`src/rtl/core_muldiv.sv`:
```
// Iterative RV32M multiply/divide unit: shift-add multiplier, restoring divider, valid/ready handshake.
// Define CORE_MULDIV_DIV_EN for full RV32M; leave undefined for a multiply-only (Zmmul) build.
module core_muldiv #(
    parameter int XLEN  = 32,
    parameter int CNT_W = $clog2(XLEN)
) (
    input  logic            CLK,
    input  logic            RST_N,
    input  logic            KILL,
    input  logic            IN_VALID,
    output logic            IN_READY,
    input  logic            I_MUL,
    input  logic            I_MULH,
    input  logic            I_MULHSU,
    input  logic            I_MULHU,
    input  logic            I_DIV,
    input  logic            I_DIVU,
    input  logic            I_REM,
    input  logic            I_REMU,
    input  logic [XLEN-1:0] RS1,
    input  logic [XLEN-1:0] RS2,
    output logic            OUT_VALID,
    input  logic            OUT_READY,
    output logic [XLEN-1:0] RESULT
);

    typedef enum logic [1:0] {
        S_IDLE = 2'd0,
        S_CALC = 2'd1,
        S_FIX  = 2'd2,
        S_DONE = 2'd3
    } state_t;

    typedef enum logic [3:0] {
        OP_MUL    = 4'd0,
        OP_MULH   = 4'd1,
        OP_MULHSU = 4'd2,
        OP_MULHU  = 4'd3,
        OP_DIV    = 4'd4,
        OP_DIVU   = 4'd5,
        OP_REM    = 4'd6,
        OP_REMU   = 4'd7,
        OP_NONE   = 4'd8
    } op_t;

`ifdef CORE_MULDIV_DIV_EN
    localparam logic [XLEN-1:0] MIN_VAL  = {1'b1, {(XLEN-1){1'b0}}};
    localparam logic [XLEN-1:0] ALL_ONES = {XLEN{1'b1}};
`endif

    state_t              r_state;
    state_t              w_state_next;
    op_t                 r_op;
    op_t                 w_op;
    logic [CNT_W-1:0]    r_cnt;
    logic [2*XLEN-1:0]   r_acc;
    logic [XLEN-1:0]     r_opb;
    logic                r_neg_res;
    logic [XLEN-1:0]     r_result;
    logic                r_out_valid;

    logic                w_accept;
    logic                w_is_div;
    logic                w_a_signed;
    logic                w_b_signed;
    logic                w_a_neg;
    logic                w_b_neg;
    logic [XLEN-1:0]     w_abs_a;
    logic [XLEN-1:0]     w_abs_b;
    logic                w_bypass;
    logic [XLEN-1:0]     w_bypass_val;
    logic [XLEN:0]       w_mul_sum;
    logic [2*XLEN-1:0]   w_calc_step;
    logic [2*XLEN-1:0]   w_prod_fix;
    logic [XLEN-1:0]     w_fix_result;

`ifdef CORE_MULDIV_DIV_EN
    logic                r_neg_rem;
    logic                w_r_is_div;
    logic                w_div_ovf;
    logic [XLEN:0]       w_div_shift;
    logic [XLEN:0]       w_div_diff;
`endif

    // Fixed-priority op select; no select bit at all decodes to OP_NONE.
    always_comb begin
        w_op = OP_NONE;
        if (I_MUL)         w_op = OP_MUL;
        else if (I_MULH)   w_op = OP_MULH;
        else if (I_MULHSU) w_op = OP_MULHSU;
        else if (I_MULHU)  w_op = OP_MULHU;
        else if (I_DIV)    w_op = OP_DIV;
        else if (I_DIVU)   w_op = OP_DIVU;
        else if (I_REM)    w_op = OP_REM;
        else if (I_REMU)   w_op = OP_REMU;
    end

    always_comb begin
        w_is_div   = (w_op == OP_DIV) || (w_op == OP_DIVU) ||
                     (w_op == OP_REM) || (w_op == OP_REMU);
        w_a_signed = (w_op == OP_MULH) || (w_op == OP_MULHSU) ||
                     (w_op == OP_DIV)  || (w_op == OP_REM);
        w_b_signed = (w_op == OP_MULH) || (w_op == OP_DIV) || (w_op == OP_REM);
        w_a_neg    = w_a_signed && RS1[XLEN-1];
        w_b_neg    = w_b_signed && RS2[XLEN-1];
        w_abs_a    = w_a_neg ? -RS1 : RS1;
        w_abs_b    = w_b_neg ? -RS2 : RS2;
    end

    // Ops that finish straight from IDLE without iterating.
    always_comb begin
        w_bypass     = 1'b0;
        w_bypass_val = '0;
`ifdef CORE_MULDIV_DIV_EN
        w_div_ovf    = (RS1 == MIN_VAL) && (RS2 == ALL_ONES);
`endif
        case (w_op)
            OP_NONE: w_bypass = 1'b1;
`ifdef CORE_MULDIV_DIV_EN
            OP_DIV, OP_DIVU: begin
                if (RS2 == '0) begin
                    w_bypass     = 1'b1;
                    w_bypass_val = ALL_ONES;
                end else if ((w_op == OP_DIV) && w_div_ovf) begin
                    w_bypass     = 1'b1;
                    w_bypass_val = MIN_VAL;
                end
            end
            OP_REM, OP_REMU: begin
                if (RS2 == '0) begin
                    w_bypass     = 1'b1;
                    w_bypass_val = RS1;
                end else if ((w_op == OP_REM) && w_div_ovf) begin
                    w_bypass     = 1'b1;
                    w_bypass_val = '0;
                end
            end
`else
            OP_DIV, OP_DIVU, OP_REM, OP_REMU: w_bypass = 1'b1;
`endif
            default: ;
        endcase
    end

    // One iteration: upper half is partial product / remainder, lower half is multiplier / quotient.
    always_comb begin
        w_mul_sum   = {1'b0, r_acc[2*XLEN-1:XLEN]} +
                      (r_acc[0] ? {1'b0, r_opb} : {(XLEN+1){1'b0}});
        w_calc_step = {w_mul_sum, r_acc[XLEN-1:1]};
`ifdef CORE_MULDIV_DIV_EN
        w_r_is_div  = (r_op == OP_DIV) || (r_op == OP_DIVU) ||
                      (r_op == OP_REM) || (r_op == OP_REMU);
        w_div_shift = {r_acc[2*XLEN-1:XLEN], r_acc[XLEN-1]};
        w_div_diff  = w_div_shift - {1'b0, r_opb};
        if (w_r_is_div) begin
            if (w_div_diff[XLEN])
                w_calc_step = {w_div_shift[XLEN-1:0], r_acc[XLEN-2:0], 1'b0};
            else
                w_calc_step = {w_div_diff[XLEN-1:0], r_acc[XLEN-2:0], 1'b1};
        end
`endif
    end

    always_comb begin
        w_prod_fix   = r_neg_res ? -r_acc : r_acc;
        w_fix_result = '0;
        case (r_op)
            OP_MUL:                       w_fix_result = w_prod_fix[XLEN-1:0];
            OP_MULH, OP_MULHSU, OP_MULHU: w_fix_result = w_prod_fix[2*XLEN-1:XLEN];
`ifdef CORE_MULDIV_DIV_EN
            OP_DIV, OP_DIVU:
                w_fix_result = r_neg_res ? -r_acc[XLEN-1:0] : r_acc[XLEN-1:0];
            OP_REM, OP_REMU:
                w_fix_result = r_neg_rem ? -r_acc[2*XLEN-1:XLEN] : r_acc[2*XLEN-1:XLEN];
`endif
            default: ;
        endcase
    end

    always_comb begin
        w_state_next = r_state;
        w_accept     = 1'b0;
        case (r_state)
            S_IDLE: begin
                if (IN_VALID && !KILL) begin
                    w_accept     = 1'b1;
                    w_state_next = w_bypass ? S_DONE : S_CALC;
                end
            end
            S_CALC:  if (r_cnt == '0) w_state_next = S_FIX;
            S_FIX:   w_state_next = S_DONE;
            S_DONE:  if (OUT_READY) w_state_next = S_IDLE;
            default: w_state_next = S_IDLE;
        endcase
        if (KILL) w_state_next = S_IDLE;
    end

    always_ff @(posedge CLK) begin
        if (!RST_N) r_state <= S_IDLE;
        else        r_state <= w_state_next;
    end

    always_ff @(posedge CLK) begin
        if (!RST_N) begin
            r_op        <= OP_NONE;
            r_cnt       <= '0;
            r_acc       <= '0;
            r_opb       <= '0;
            r_neg_res   <= 1'b0;
            r_result    <= '0;
            r_out_valid <= 1'b0;
`ifdef CORE_MULDIV_DIV_EN
            r_neg_rem   <= 1'b0;
`endif
        end else begin
            if (w_accept) begin
                r_op      <= w_op;
                r_cnt     <= CNT_W'(XLEN-1);
                r_neg_res <= w_a_neg ^ w_b_neg;
                r_acc     <= {{XLEN{1'b0}}, (w_is_div ? w_abs_a : w_abs_b)};
                r_opb     <= w_is_div ? w_abs_b : w_abs_a;
`ifdef CORE_MULDIV_DIV_EN
                r_neg_rem <= w_a_neg;
`endif
                if (w_bypass) begin
                    r_result    <= w_bypass_val;
                    r_out_valid <= 1'b1;
                end
            end else if ((r_state == S_CALC) && !KILL) begin
                r_acc <= w_calc_step;
                r_cnt <= r_cnt - 1'b1;
            end else if ((r_state == S_FIX) && !KILL) begin
                r_result    <= w_fix_result;
                r_out_valid <= 1'b1;
            end else if ((r_state == S_DONE) && OUT_READY) begin
                r_out_valid <= 1'b0;
            end
            // Flush drops the result handshake but leaves RESULT holding its last value.
            if (KILL) r_out_valid <= 1'b0;
        end
    end

    assign IN_READY  = (r_state == S_IDLE);
    assign OUT_VALID = r_out_valid;
    assign RESULT    = r_result;

endmodule

```
`config.mk`:
```
export PLATFORM = sky130hd
export DESIGN_NAME = core_muldiv
export DESIGN_NICKNAME = d
export VERILOG_FILES = /design/src/rtl/core_muldiv.sv
export SDC_FILE = /design/constraint.sdc
export NUM_CORES = 1
export LEC_CHECK = 0
export BUFFER_PORTS_ARGS = -buffer_cell sky130_fd_sc_hd__buf_2
export CORE_ASPECT_RATIO = 0.9
export CORE_MARGIN = 2
export CORE_UTILIZATION = 42
export DETAILED_ROUTE_END_ITERATION = 6
export GPL_TIMING_DRIVEN = 0
export PLACE_DENSITY = 0.64
export RECOVER_POWER = 25
export SYNTH_ARGS = -nofsm -noshare
export SYNTH_HDL_FRONTEND = slang
export SYNTH_SLANG_ARGS = --single-unit
```
`constraint.sdc`:
```
create_clock -name CLK -period 4 [get_ports CLK]
set_input_delay 0.2 -clock CLK [delete_from_list [all_inputs] [get_ports CLK]]
set_output_delay 0.2 -clock CLK [all_outputs]
set_load 0.02 [all_outputs]
```
Word level (Yosys, flattened, before mapping). Cells that the tools add are included.

Magnitude comparators: 0. Eq/ne operators: 18. Bitwise gates (word level): 2. Multipliers: 0. Mux-type cells: 36. Reductions and logical operators: 28. Add/sub/neg operators: 5. Div/mod/pow operators: 0. Shifts and indexed selects: 0.

Operators with widths (number): 32-bit two-way mux (11); 64-bit two-way mux (1); 32-bit negation (2); 64-bit negation (1); 32-bit case mux with 2 select lines (1); 32-bit by 32-bit adder with 33-bit output (1); 4-bit two-way mux (8); 4-bit by 3-bit equality test with 1-bit output (second input constant) (4); 4-bit by 2-bit equality test with 1-bit output (second input constant) (3); 5-bit two-way mux (2); 3-bit AND reduction (3); 4-bit by 1-bit equality test with 1-bit output (second input constant) (2); 1-bit logical OR (8); 1-bit two-way mux (8); 2-bit two-way mux (4); 2-bit case mux with 4 select lines (1); 1-bit logical AND (6); 2-bit inequality test (second input constant) (3); 5-bit logical NOT (1); 5-bit OR reduction (1); 5-bit by 1-bit subtractor with 5-bit output (second input constant) (1); 2-bit equality test (second input constant) (2); 4-bit equality test (second input constant) (1); 4-bit logical NOT (1); other kinds (10) (13).

Memories kept: 0. Logic and storage cells: 98. Input bits: 77. Register bits after elaboration: 141. Latch bits: 0. Memory bits (read-only): 0. Output and inout bits: 34. Bits in writable memories: 0.

Depth between registers and ports, before layout. Gate-level depths: netlist of the first run.

Depth after elaboration: 16. Gate-level depth with buffers: 13. Gate-level depth less buffers: 11.

Worst setup path before layout of the first run. No wires, ideal clock.

Path type: register to register. Start point: register r_acc[23]. End point: register r_result[19], in the netlist RESULT[19]. Setup time: 0.126 ns. Slack: 0.734 ns. Arrival time: 3.140 ns. Data required time: 3.874 ns. Buffers on the path: 1. Cell stages (with the launch flop): 10. Clock period less this slack: 3.266 ns. Path through: dfxtp_1 -> or4_4 -> or4b_4 -> or4b_4 -> or4_4 -> buf_6 -> o311ai_2 -> o41ai_1 -> a221oi_1 -> nor3b_1.

Longest elaborated chain between the ends: 6.

RTL lines: start: declaration (line 56) `logic [2*XLEN-1:0] r_acc;`; start signal: assignment (line 220) `r_acc <= {{XLEN{1'b0}}, (w_is_div ? w_abs_a : w_abs_b)};`; start signal: assignment (line 230) `r_acc <= w_calc_step;`; 64-bit negation (line 165) `w_prod_fix = r_neg_res ? -r_acc : r_acc;`; 64-bit two-way mux (line 165); 32-bit case mux with 2 select lines (line 167) `case (r_op)`; 32-bit two-way mux (line 232) `end else if ((r_state == S_FIX) && !KILL) begin`; 32-bit two-way mux (line 229) `end else if ((r_state == S_CALC) && !KILL) begin`; 32-bit two-way mux (line 216) `if (w_accept) begin`; end signal: assignment (line 226) `r_result <= w_bypass_val;`; end signal: assignment (line 233) `r_result <= w_fix_result;`; end: declaration (line 59) `logic [XLEN-1:0] r_result;`.

Every way passes these cells. The select of a mux whose other input is x is not followed. A chain may end at the register's enable or synchronous reset.

Final worst setup path of the first run.
Start point: register r_acc[0]. End point: register r_acc[61].

Longest elaborated chain between the ends: 2.

RTL lines: 32-bit two-way mux (line 148) `(r_acc[0] ? {1'b0, r_opb} : {(XLEN+1){1'b0}});`; 32-bit by 32-bit adder with 33-bit output (line 147) `w_mul_sum = {1'b0, r_acc[2*XLEN-1:XLEN]} +`.

Every way passes these cells.

==> flow_metrics.py, run 1 <==
metrics = {
    "floorplanning": {
        "dieWidth_microns": 172,
        "dieHeight_microns": 156,
        "floorplan.initialDensity": 0.427,
        "dieArea_sq_um": 26800,
        "core_area_sq_um": 25100,
        "top_level_ports": 111,
        "floorplan.rows": 55,
    },
    "place": {
        "dp_hpwl_microns": 31400,
        "port-buffer-count": 109,
        "globalplace.congestion": 0.989,
        "preCtsSetupSlack_ns": -0.346,
    },
    "setup_path": {
        "worst_path_most_repeated_cell": "a211o_1",
        "worstPathMaxFanout": 10,
        "regToRegSetupSlack_ns": 0.14,
        "critPathMaxStageDelay_ns": 0.70,
        "cp.required_ns": 4.31,
        "cp_slowest_cell": "dfxtp_1",
        "crit_path_start_kind": "flip-flop",
        "timing.critical_path.cells": "clkbuf_1 > and2_1 > ha_1 > fa_1 > a211o_1 > o211ai_1 > a211o_1 > a211oi_1 > o21ai_1 > o311a_1 > o21ai_0 > nand3_1",
        "path_class": "flip-flop to flip-flop",
        "worstPathArrival_ns": 4.17,
        "end_kind": "flip-flop",
    },
    "clocking": {
        "tritoncts": "built",
        "numClockSinks": 141,
        "clk-insertion-delay-late_ns": 0.44,
        "cts_htree_levels": 4,
        "cts_buffer_depth": 2,
        "clk_pin_slew_worst_paths_ns": 0.06,
        "count_of_hold_fix_buffers_inserted_at_cts": 0,
        "numCtsBuffers": 17,
        "cts.root.buffer_cell": "clkbuf_16",
    },
    "logic_synthesis": {
        "synth.ff_latch_count": 141,
        "synthCells": 1400,
        "synth_cell_type_count": 71,
        "synth_flop_cell": "dfxtp_1",
        "post_synth_instance_area_sq_um": 10700,
        "syn_area_per_cell_sq_um": 7.65,
        "synth_seq_area_share": 0.263,
        "asyncSetResetFlopFracSynth": 0,
        "yosysWarnings": 0,
        "synth_enable_flop_cells": 0,
        "syn_nets": 1519,
    },
    "drt": {
        "detail_route.drc_violations": 0,
        "firstDrtPassIters": 6,
        "via_per_inst": 6.04,
        "detail-route-antenna-nets": 0,
        "first_drt_iteration_drcs": 960,
        "wl_per_cell_microns": 20.7,
        "wl_microns": 38900,
        "route.vias.total": 11367,
    },
    "global_route": {
        "global_route.usage.met2": 0.438,
        "grt.total_usage": 0.294,
        "gr-usage-met3": 0.0571,
        "grt_overflow_total": 0,
        "grt_start_max_net_pins": 17,
        "grt_antenna_before_repair": 0,
        "grt_first_pass_wirelength_microns": 59900,
        "met1_usage": 0.415,
        "grt_pass1_vias": 10482,
        "global_route.peak_usage_layer": "met2",
    },
    "power_and_ir_drop": {
        "switching_power_w": 0.00128,
        "cell_int_power_w": 0.00281,
        "power_frac_clock": 0.424,
        "p_leak_nw": 4.53,
        "power.share.sequential": 0.376,
        "power_switching_share": 0.313,
        "peakVddDrop_uv": 300,
        "power.density_nw_per_um2": 333,
        "share_comb_of_total_power": 0.200,
    },
    "timing": {
        "grt_setup_unrepaired": "no",
        "period_needed_ns": 3.86,
        "slew_violations": 0,
        "finalWorstSetupSlack_ns": 0.139,
        "setup-violations-final": 0,
        "slew_headroom": 0.144,
        "min_period_over_period": 0.965,
        "max_fclk_ghz": 0.259,
        "hold_viol": 0,
        "fin_skew_ns": 0.0123,
        "worst-slew-pin-transition_ns": 1.27,
        "setup_tns_ns": 0,
    },
    "flow_run": {
        "maxCapViolations": 0,
    },
    "final_layout": {
        "drive_above_1_share": 0.0987,
        "multi_input_area_sq_um": 7480,
        "num_antenna_cells": 0,
        "register_area_sq_um": 2820,
        "design.final.nets": 1646,
        "flow.area_growth_from_synthesis_pct": 14.8,
        "fill_cells": 2529,
    },
    "status": {
        "status": "complete, no violations",
    },
    "min_path": {
        "path_class_of_the_lowest_slack_min_delay_path": "input pin to flip-flop",
    },
}
[sequential cells by signal, indices dropped and copies added, names as in the netlist]
register	flops
OUT_VALID	1
RESULT	32
r_acc	64
r_cnt	5
r_neg_res	1
r_op	4
r_opb	32
r_state	2
[cell type report]
cell class | instances | area share
clock inverters | 15 | 0.0172
inverters | 27 | 0.00824
clock buffers | 17 | 0.0346
multi-input cells | 1145 | 0.608
plain buffers | 86 | 0.0269
flip-flops and latches | 141 | 0.229
well taps | 342 | 0.0348
repair buffers | 109 | 0.0408
[final timing paths]
| kind | cells after the start | from | end |
|---|---|---|---|
| setup / recovery | 12 | r_acc[0] | r_acc[61] |
| hold / removal | 3 | KILL | r_state[0] |
| setup reg to reg | 12 | r_acc[0] | r_acc[61] |
| hold reg to reg | 2 | RESULT[29] | RESULT[29] |
[cell families after synthesis]
logic type	Yosys count	share of synthesized area
buffers and inverters	114	0.0406
muxes	42	0.0421
DFF	141	0.263
and+or+nand+nor	550	0.253
adders and majority gates	42	0.0497
xor gates and xnor gates	136	0.111
AOI/OAI and AO/OA	375	0.240
[power by group through the flow]
stage	logic, W	clock network (W)	registers, W
6_report	0.000817	0.00174	0.00154
5_1_grt	0.000885	0.00180	0.00155
4_1_cts	0.000797	0.00174	0.00154
3_5_place_dp	0.000797	0	0.00156
3_3_place_gp	0.000790	0	0.00156
2_1_floorplan	0.000521	0	0.00154
[placed cells by master (no fill, tap or decap), types with 17 or more instances in the layout]
master,instances
a211oi_1,17
a21oi_1,66
a32o_1,24
and2_1,38
buf_2,74
clkbuf_1,105
clkbuf_16,17
dfxtp_1,141
ha_1,41
inv_1,27
mux2_2,25
mux2i_1,17
nand2_1,218
nand3_1,75
nor2_1,65
nor3_1,21
o211ai_1,22
o21ai_0,97
o31ai_1,25
or4_1,21
xnor2_1,46
xor2_1,90
[cell usage after synthesis, drive strengths merged, types with 8 or more instances]
cell type,number,area share
nor4,17,0.0099
a21oi,66,0.031
nand2b,12,0.0070
nor2b,9,0.0053
clkbuf,71,0.025
o31ai,25,0.018
mux2,25,0.026
and3,10,0.0058
dfxtp,141,0.26
o22ai,15,0.0088
xnor2,46,0.038
nand3,75,0.035
or3,16,0.0093
and2,39,0.023
xor2,90,0.074
a32o,24,0.022
a21o,10,0.0070
nand4,10,0.0058
nand2,218,0.076
o21ai,99,0.046
nor2,65,0.023
o41ai,15,0.015
a211oi,17,0.012
a22oi,17,0.012
buf,16,0.0063
o311ai,17,0.015
or4,23,0.017
inv,27,0.0095
mux2i,17,0.016
a21boi,8,0.0056
nand3b,9,0.0063
ha,41,0.048
nor3,21,0.0098
o211ai,22,0.015
[worst max-delay path, delay by kind of cell, from the launching register on]
family                     cells  cell delay, ns
AOI/OAI and AO/OA              7            1.83
DFF                            1            0.70
adders and majority gates      2            0.47
buffers and inverters          1            0.43
and+or+nand+nor                2            0.29
[metal layers]
| metal | routed length [microns] | vias to the layer above |
|---|---|---|
| li1 | - | 5394 |
| met1 | 17500 | 5280 |
| met2 | 16200 | 599 |
| met3 | 3860 | 94 |
| met4 | 1410 | 0 |
| met5 | 0 | - |
[stage by stage]
step                      utilization  power (W)  cell area [sq um]  cells  hold WS [ns]
after floorplan                     -    0.00206              10700   1400         0.414
after global placement          0.465    0.00235              11700   1851         0.431
after detailed placement        0.466    0.00236              11700   1851         0.440
after CTS                       0.491    0.00407              12300   1882         0.136
after global routing            0.490    0.00424              12300   1882         0.144
final                           0.490    0.00409              12300   1882         0.146
[what timing repair did]
item                                    CTS  global route
gates cloned                              0             0
setup buffers                             0             0
endpoints found under the setup margin    9             4
gates resized for setup                   1             2
pin swaps                                 0             0
No activity file was read; power rests on OpenSTA's default activity.
==> inputs of run 2 (changes only) <==
==> constraint.sdc (replaced) <==
create_clock -name CLK -period 4 [get_ports CLK]
set_input_delay 0.2 -clock CLK [delete_from_list [all_inputs] [get_ports CLK]]
set_output_delay 0.2 -clock CLK [all_outputs]
set_load 0.005 [all_outputs]
==> run 2 against run 1 <==
Critical path depth unchanged. Largest power group unchanged. Critical endpoint unchanged. Utilization about the same. Sequential power is essentially flat. Hold slack about the same. Clock skew about the same. Count of clock-buffer cells in the layout is the same. Critical path type unchanged. Via count shrank 0.18%. Non-clock buffer count is the same. Highest routed layer unchanged.
==> flow_metrics.py, run 2 (synthesis gave the netlist of run 1 again) <==
metrics = {
    "status": {
        "status": "complete, no violations",
    },
    "timing": {
        "grt_setup_unrepaired": "no",
        "fin_skew_ns": 0.0124,
        "period_needed_ns": 3.86,
        "slew_headroom": 0.140,
        "setup-violations-final": 0,
        "fin_hold_ws_ns": 0.146,
        "max_fclk_ghz": 0.259,
        "worst-slew-pin-transition_ns": 1.28,
        "slew_violations": 0,
        "min_period_over_period": 0.964,
        "hold_viol": 0,
        "setup_tns_ns": 0,
    },
    "setup_path": {
        "worstPathArrival_ns": 4.16,
        "cp.required_ns": 4.31,
        "worst_path_most_repeated_cell": "a211o_1",
        "worstSetupPathDepth": 12,
        "cp_slowest_cell": "dfxtp_1",
        "worstPathMaxFanout": 10,
        "cp_top_family": "compound AO/OA/AOI/OAI gates",
        "critical_path.n_buffers_inverters": 1,
        "timing.critical_path.cells": "clkbuf_1 > and2_1 > ha_1 > fa_1 > a211o_1 > o211ai_1 > a211o_1 > a211oi_1 > o21ai_1 > o311a_1 > o21ai_0 > nand3_1",
        "critPathMaxStageDelay_ns": 0.69,
        "end_kind": "flip-flop",
        "path_class": "flip-flop to flip-flop",
        "worst_r2r_path_depth": 12,
        "crit_path_start_kind": "flip-flop",
    },
    "drt": {
        "first_drt_iteration_drcs": 963,
        "via_per_inst": 6.03,
        "firstDrtPassIters": 7,
        "wl_per_cell_microns": 20.7,
        "detail_route.drc_violations": 0,
        "wl_microns": 38900,
        "route.vias.total": 11347,
        "detail-route-antenna-nets": 0,
    },
    "final_layout": {
        "layout.cells.most_common": "nand2_1",
        "design.final.nets": 1646,
        "top_register": "r_acc",
        "finalCoreUtilization": 0.490,
        "drive_above_1_share": 0.105,
        "largest_register_ffs": 64,
        "most_frequent_cells_in_the_layout": "nand2_1 (218), dfxtp_1 (141), o21ai_0 (97)",
        "num_antenna_cells": 0,
        "flow.area_growth_from_synthesis_pct": 14.9,
        "layout.cells.non_filler": 1882,
    },
    "clocking": {
        "count_of_hold_fix_buffers_inserted_at_cts": 0,
        "clk_pin_slew_worst_paths_ns": 0.06,
        "clk-insertion-delay-late_ns": 0.44,
        "cts.root.buffer_cell": "clkbuf_16",
        "cts_buffer_depth": 2,
        "cts_htree_levels": 4,
        "numClockSinks": 141,
        "numCtsBuffers": 17,
        "tritoncts": "built",
    },
    "place": {
        "placed_cells_incl_taps": 1851,
        "dp_hpwl_microns": 31400,
        "port-buffer-count": 109,
        "globalplace.congestion": 0.989,
    },
    "global_route": {
        "grt.total_usage": 0.294,
        "grt_first_pass_wirelength_microns": 59900,
        "grt_overflow_total": 0,
        "grt_start_max_net_pins": 17,
        "grt_pass1_vias": 10482,
        "grt_antenna_before_repair": 0,
    },
    "min_path": {
        "path_class_of_the_lowest_slack_min_delay_path": "input pin to flip-flop",
        "min_path_cells": 3,
    },
    "floorplanning": {
        "floorplan.rows": 55,
        "top_level_ports": 111,
        "core_area_sq_um": 25100,
        "dieArea_sq_um": 26800,
        "floorplan.initialDensity": 0.427,
        "dieWidth_microns": 172,
        "dieHeight_microns": 156,
    },
    "power_and_ir_drop": {
        "finalPower_w": 0.00409,
        "peakVddDrop_uv": 300,
        "power.density_nw_per_um2": 332,
        "p_leak_nw": 4.57,
    },
    "flow_run": {
        "maxCapViolations": 0,
    },
}
-- run 2: cell count changes in the layout (fill, tap and decap cells not counted), sizes merged --
cell	change
buf	+9
clkbuf	-9
-- run 2: metrics by stage --
step | area [sq um] | setup WS, ns
2_1_floorplan | 10700 | 0.734
5_1_grt | 12300 | 0.0137
6_report | 12300 | 0.143
4_1_cts | 12300 | 0.0859
3_5_place_dp | 11700 | -0.346
3_3_place_gp | 11700 | -0.335
-- run 2: per-layer routing --
| layer | routed length [microns] | GRT usage |
|---|---|---|
| met2 | 16200 | 0.438 |
| met3 | 3840 | 0.0571 |
| met5 | 0 | 0 |
| met1 | 17500 | 0.415 |
| met4 | 1390 | 0.114 |
-- run 2: final timing paths --
| check | from | endpoint | slack [ns] |
|---|---|---|---|
| max | r_acc[0] | r_acc[61] | 0.14 |
| min | KILL | r_state[0] | 0.15 |
| max reg2reg | r_acc[0] | r_acc[61] | 0.14 |
| min reg2reg | RESULT[29] | RESULT[29] | 0.45 |
-- run 2: cell type report --
class / count / area (sq um)
buffer: 86 / 330
clock buffer: 17 / 425
inverter: 27 / 101
clock inverter: 15 / 211
multi-input combinational: 1145 / 7480
sequential: 141 / 2820
timing repair buffer: 109 / 513
tap: 342 / 428
fill: 2524 / 12800
-- run 2: where the power goes --
| group | internal (W) | total, W | switching (W) |
|---|---|---|---|
| Sequential | 0.00146 | 0.00154 | 0.0000751 |
| Combinational | 0.000294 | 0.000815 | 0.000522 |
| Clock | 0.00105 | 0.00174 | 0.000683 |
-- run 2: worst min-delay path, delay by kind of cell --
kind / cells / cell delay (ns)
AO/OA/AOI/OAI: 1 / 0.06
buffers and inverters: 1 / 0.11
AND/OR/NAND/NOR: 1 / 0.16
-- run 2: repair_timing --
item	in CTS	in global routing
hold endpoints to repair	0	0
setup buffers	0	0
gates resized for setup	1	2
endpoints found under the setup margin	9	4
==> inputs of run 3 (changes only) <==
==> constraint.sdc (replaced) <==
create_clock -name CLK -period 4 [get_ports CLK]
set_input_delay 0.8 -clock CLK [delete_from_list [all_inputs] [get_ports CLK]]
set_output_delay 0.8 -clock CLK [all_outputs]
set_load 0.005 [all_outputs]
==> run 3 against run 2 <==
The flow now finishes with violations (design-rule violations). Sequential power is essentially flat. Die area is the same. Count of clock-buffer cells in the layout is the same. Sequential share of layout area is essentially flat. First-iteration DRC count grew 10%. Non-clock buffer count is the same. Hold slack gained 0.30 ns. Wire length grew 0.50%. Power grew 0.16%. Maximum frequency shrank 1.7%.
==> flow_metrics.py, run 3 (synthesis gave the netlist of run 1 again) <==
metrics = {
    "power_and_ir_drop": {
        "power_switching_share": 0.314,
        "switching_power_w": 0.00129,
        "power.share.sequential": 0.376,
        "power_frac_clock": 0.424,
        "power.density_nw_per_um2": 333,
        "finalPower_w": 0.00410,
        "peakVddDrop_uv": 301,
        "p_leak_nw": 4.57,
        "share_comb_of_total_power": 0.200,
        "cell_int_power_w": 0.00281,
    },
    "floorplanning": {
        "floorplan.rows": 55,
        "dieHeight_microns": 156,
        "floorplan.initialDensity": 0.427,
        "core_area_sq_um": 25100,
        "dieArea_sq_um": 26800,
        "top_level_ports": 111,
        "dieWidth_microns": 172,
    },
    "timing": {
        "hold_viol": 0,
        "slew_headroom": 0.118,
        "slew_violations": 0,
        "min_period_over_period": 0.981,
        "fin_skew_ns": 0.0126,
        "grt_setup_unrepaired": "no",
        "period_needed_ns": 3.92,
        "worst-slew-pin-transition_ns": 1.31,
        "fin_hold_ws_ns": 0.447,
        "setup-violations-final": 0,
        "max_fclk_ghz": 0.255,
    },
    "clocking": {
        "clk_pin_slew_worst_paths_ns": 0.06,
        "cts_buffer_depth": 2,
        "numClockSinks": 141,
        "cts.root.buffer_cell": "clkbuf_16",
        "cts_htree_levels": 4,
        "tritoncts": "built",
        "count_of_hold_fix_buffers_inserted_at_cts": 0,
        "cts_post_setup_buffers_inserted": 0,
        "numCtsBuffers": 17,
        "clk-insertion-delay-late_ns": 0.44,
    },
    "setup_path": {
        "path_class": "flip-flop to flip-flop",
        "critPathLaunch": "r_acc[0]",
        "worst_r2r_path_depth": 12,
        "critical_path.n_buffers_inverters": 1,
        "setup.worst_path.end": "r_acc[61]",
        "crit_path_start_kind": "flip-flop",
        "cp_slowest_cell": "dfxtp_1",
        "cp_top_family": "compound AO/OA/AOI/OAI gates",
        "worstPathMaxFanout": 10,
        "critPathMaxStageDelay_ns": 0.72,
        "worstPathArrival_ns": 4.23,
        "cp.required_ns": 4.31,
        "timing.critical_path.cells": "clkbuf_1 > and2_1 > ha_1 > fa_1 > a211o_1 > o211ai_1 > a211o_1 > a211oi_1 > o21ai_1 > o311a_1 > o21ai_0 > nand3_1",
        "worstSetupPathDepth": 12,
        "worst_path_most_repeated_cell": "a211o_1",
        "regToRegSetupSlack_ns": 0.08,
        "source_of_the_worst_register_to_register_timing_path": "r_acc[0]",
        "end_kind": "flip-flop",
        "r2r_endpoint": "r_acc[61]",
    },
    "status": {
        "status": "finished with violations",
        "violations": "design-rule violations",
    },
    "global_route": {
        "grt_first_pass_wirelength_microns": 59900,
        "grt.total_usage": 0.294,
        "grt_overflow_total": 0,
        "grt_pass1_vias": 10482,
        "grt_antenna_before_repair": 0,
        "grt_start_max_net_pins": 17,
    },
    "drt": {
        "route.vias.total": 11346,
        "firstDrtPassIters": 7,
        "via_per_inst": 6.03,
        "wl_microns": 39100,
        "detail_route.drc_violations": 3,
        "wl_per_cell_microns": 20.8,
        "first_drt_iteration_drcs": 1061,
        "detail-route-antenna-nets": 0,
    },
    "final_layout": {
        "top_register": "r_acc",
        "drive_above_1_share": 0.106,
        "layout.cells.most_common": "nand2_1",
        "largest_register_ffs": 64,
        "num_antenna_cells": 0,
        "most_frequent_cells_in_the_layout": "nand2_1 (218), dfxtp_1 (141), o21ai_0 (97)",
        "flow.area_growth_from_synthesis_pct": 15.0,
        "finalCoreUtilization": 0.490,
        "design.final.nets": 1646,
    },
    "place": {
        "dp_hpwl_microns": 31400,
        "globalplace.congestion": 0.989,
        "port-buffer-count": 109,
    },
    "flow_run": {
        "maxCapViolations": 0,
    },
    "min_path": {
        "path_class_of_the_lowest_slack_min_delay_path": "flip-flop to flip-flop",
    },
}
[run 3: what timing repair did]
item	4_1_cts	5_1_grt
setup endpoints to repair	9	20
resized for setup	1	3
gates cloned	0	0
[run 3: metrics by stage]
step	cells	setup slack [ns]	instance area (sq um)	setup TNS (ns)
after detailed placement	1851	-0.346	11700	-7.36
after floorplan	1400	0.592	10700	0
after CTS	1882	0.0859	12300	0
after global placement	1851	-0.359	11700	-6.45
final	1882	0.0758	12300	0
after global routing	1882	0.0137	12300	0
[run 3: per-layer routing]
metal / part of all wire / global-route usage / up-vias
met4: 0.038 / 0.114 / 0
li1: - / - / 5386
met3: 0.088 / 0.0571 / 95
met2: 0.42 / 0.438 / 544
met1: 0.46 / 0.415 / 5321
met5: 0 / 0 / -
[run 3: power by group through the flow]
stage | clock (W) | sequential [W] | combinational (W)
floorplan | 0 | 0.00154 | 0.000519
global placement | 0 | 0.00156 | 0.000788
detailed placement | 0 | 0.00156 | 0.000795
CTS | 0.00174 | 0.00154 | 0.000795
global route | 0.00180 | 0.00155 | 0.000885
finish | 0.00174 | 0.00154 | 0.000818
[run 3: worst min-delay path, delay by kind of cell, from the launching register on]
| family | cells | cell delay [ns] |
|---|---|---|
| and+or+nand+nor | 1 | 0.05 |
| AOI/OAI and AO/OA | 1 | 0.05 |
| DFF | 1 | 0.31 |
[run 3: worst min-delay path by stage]
stage / from / end / slack [ns] / cells after the start
after floorplan: r_opb[25] / r_opb[25] / 0.42 / 2
after global placement: RESULT[26] / RESULT[26] / 0.43 / 2
after detailed placement: RESULT[29] / RESULT[29] / 0.44 / 2
after CTS: RESULT[29] / RESULT[29] / 0.45 / 2
after global routing: r_opb[3] / r_opb[3] / 0.47 / 1
final: RESULT[29] / RESULT[29] / 0.45 / 2
[run 3: area by class of cell]
cell class	instances	area, sq um
Clock inverter	15	211
Timing Repair Buffer	109	514
Clock buffer	17	425
Inverter	27	101
Tap cell	342	428
Multi-Input combinational cell	1145	7490
Sequential cell	141	2820
Buffer	86	330
Fill cell	2523	12800
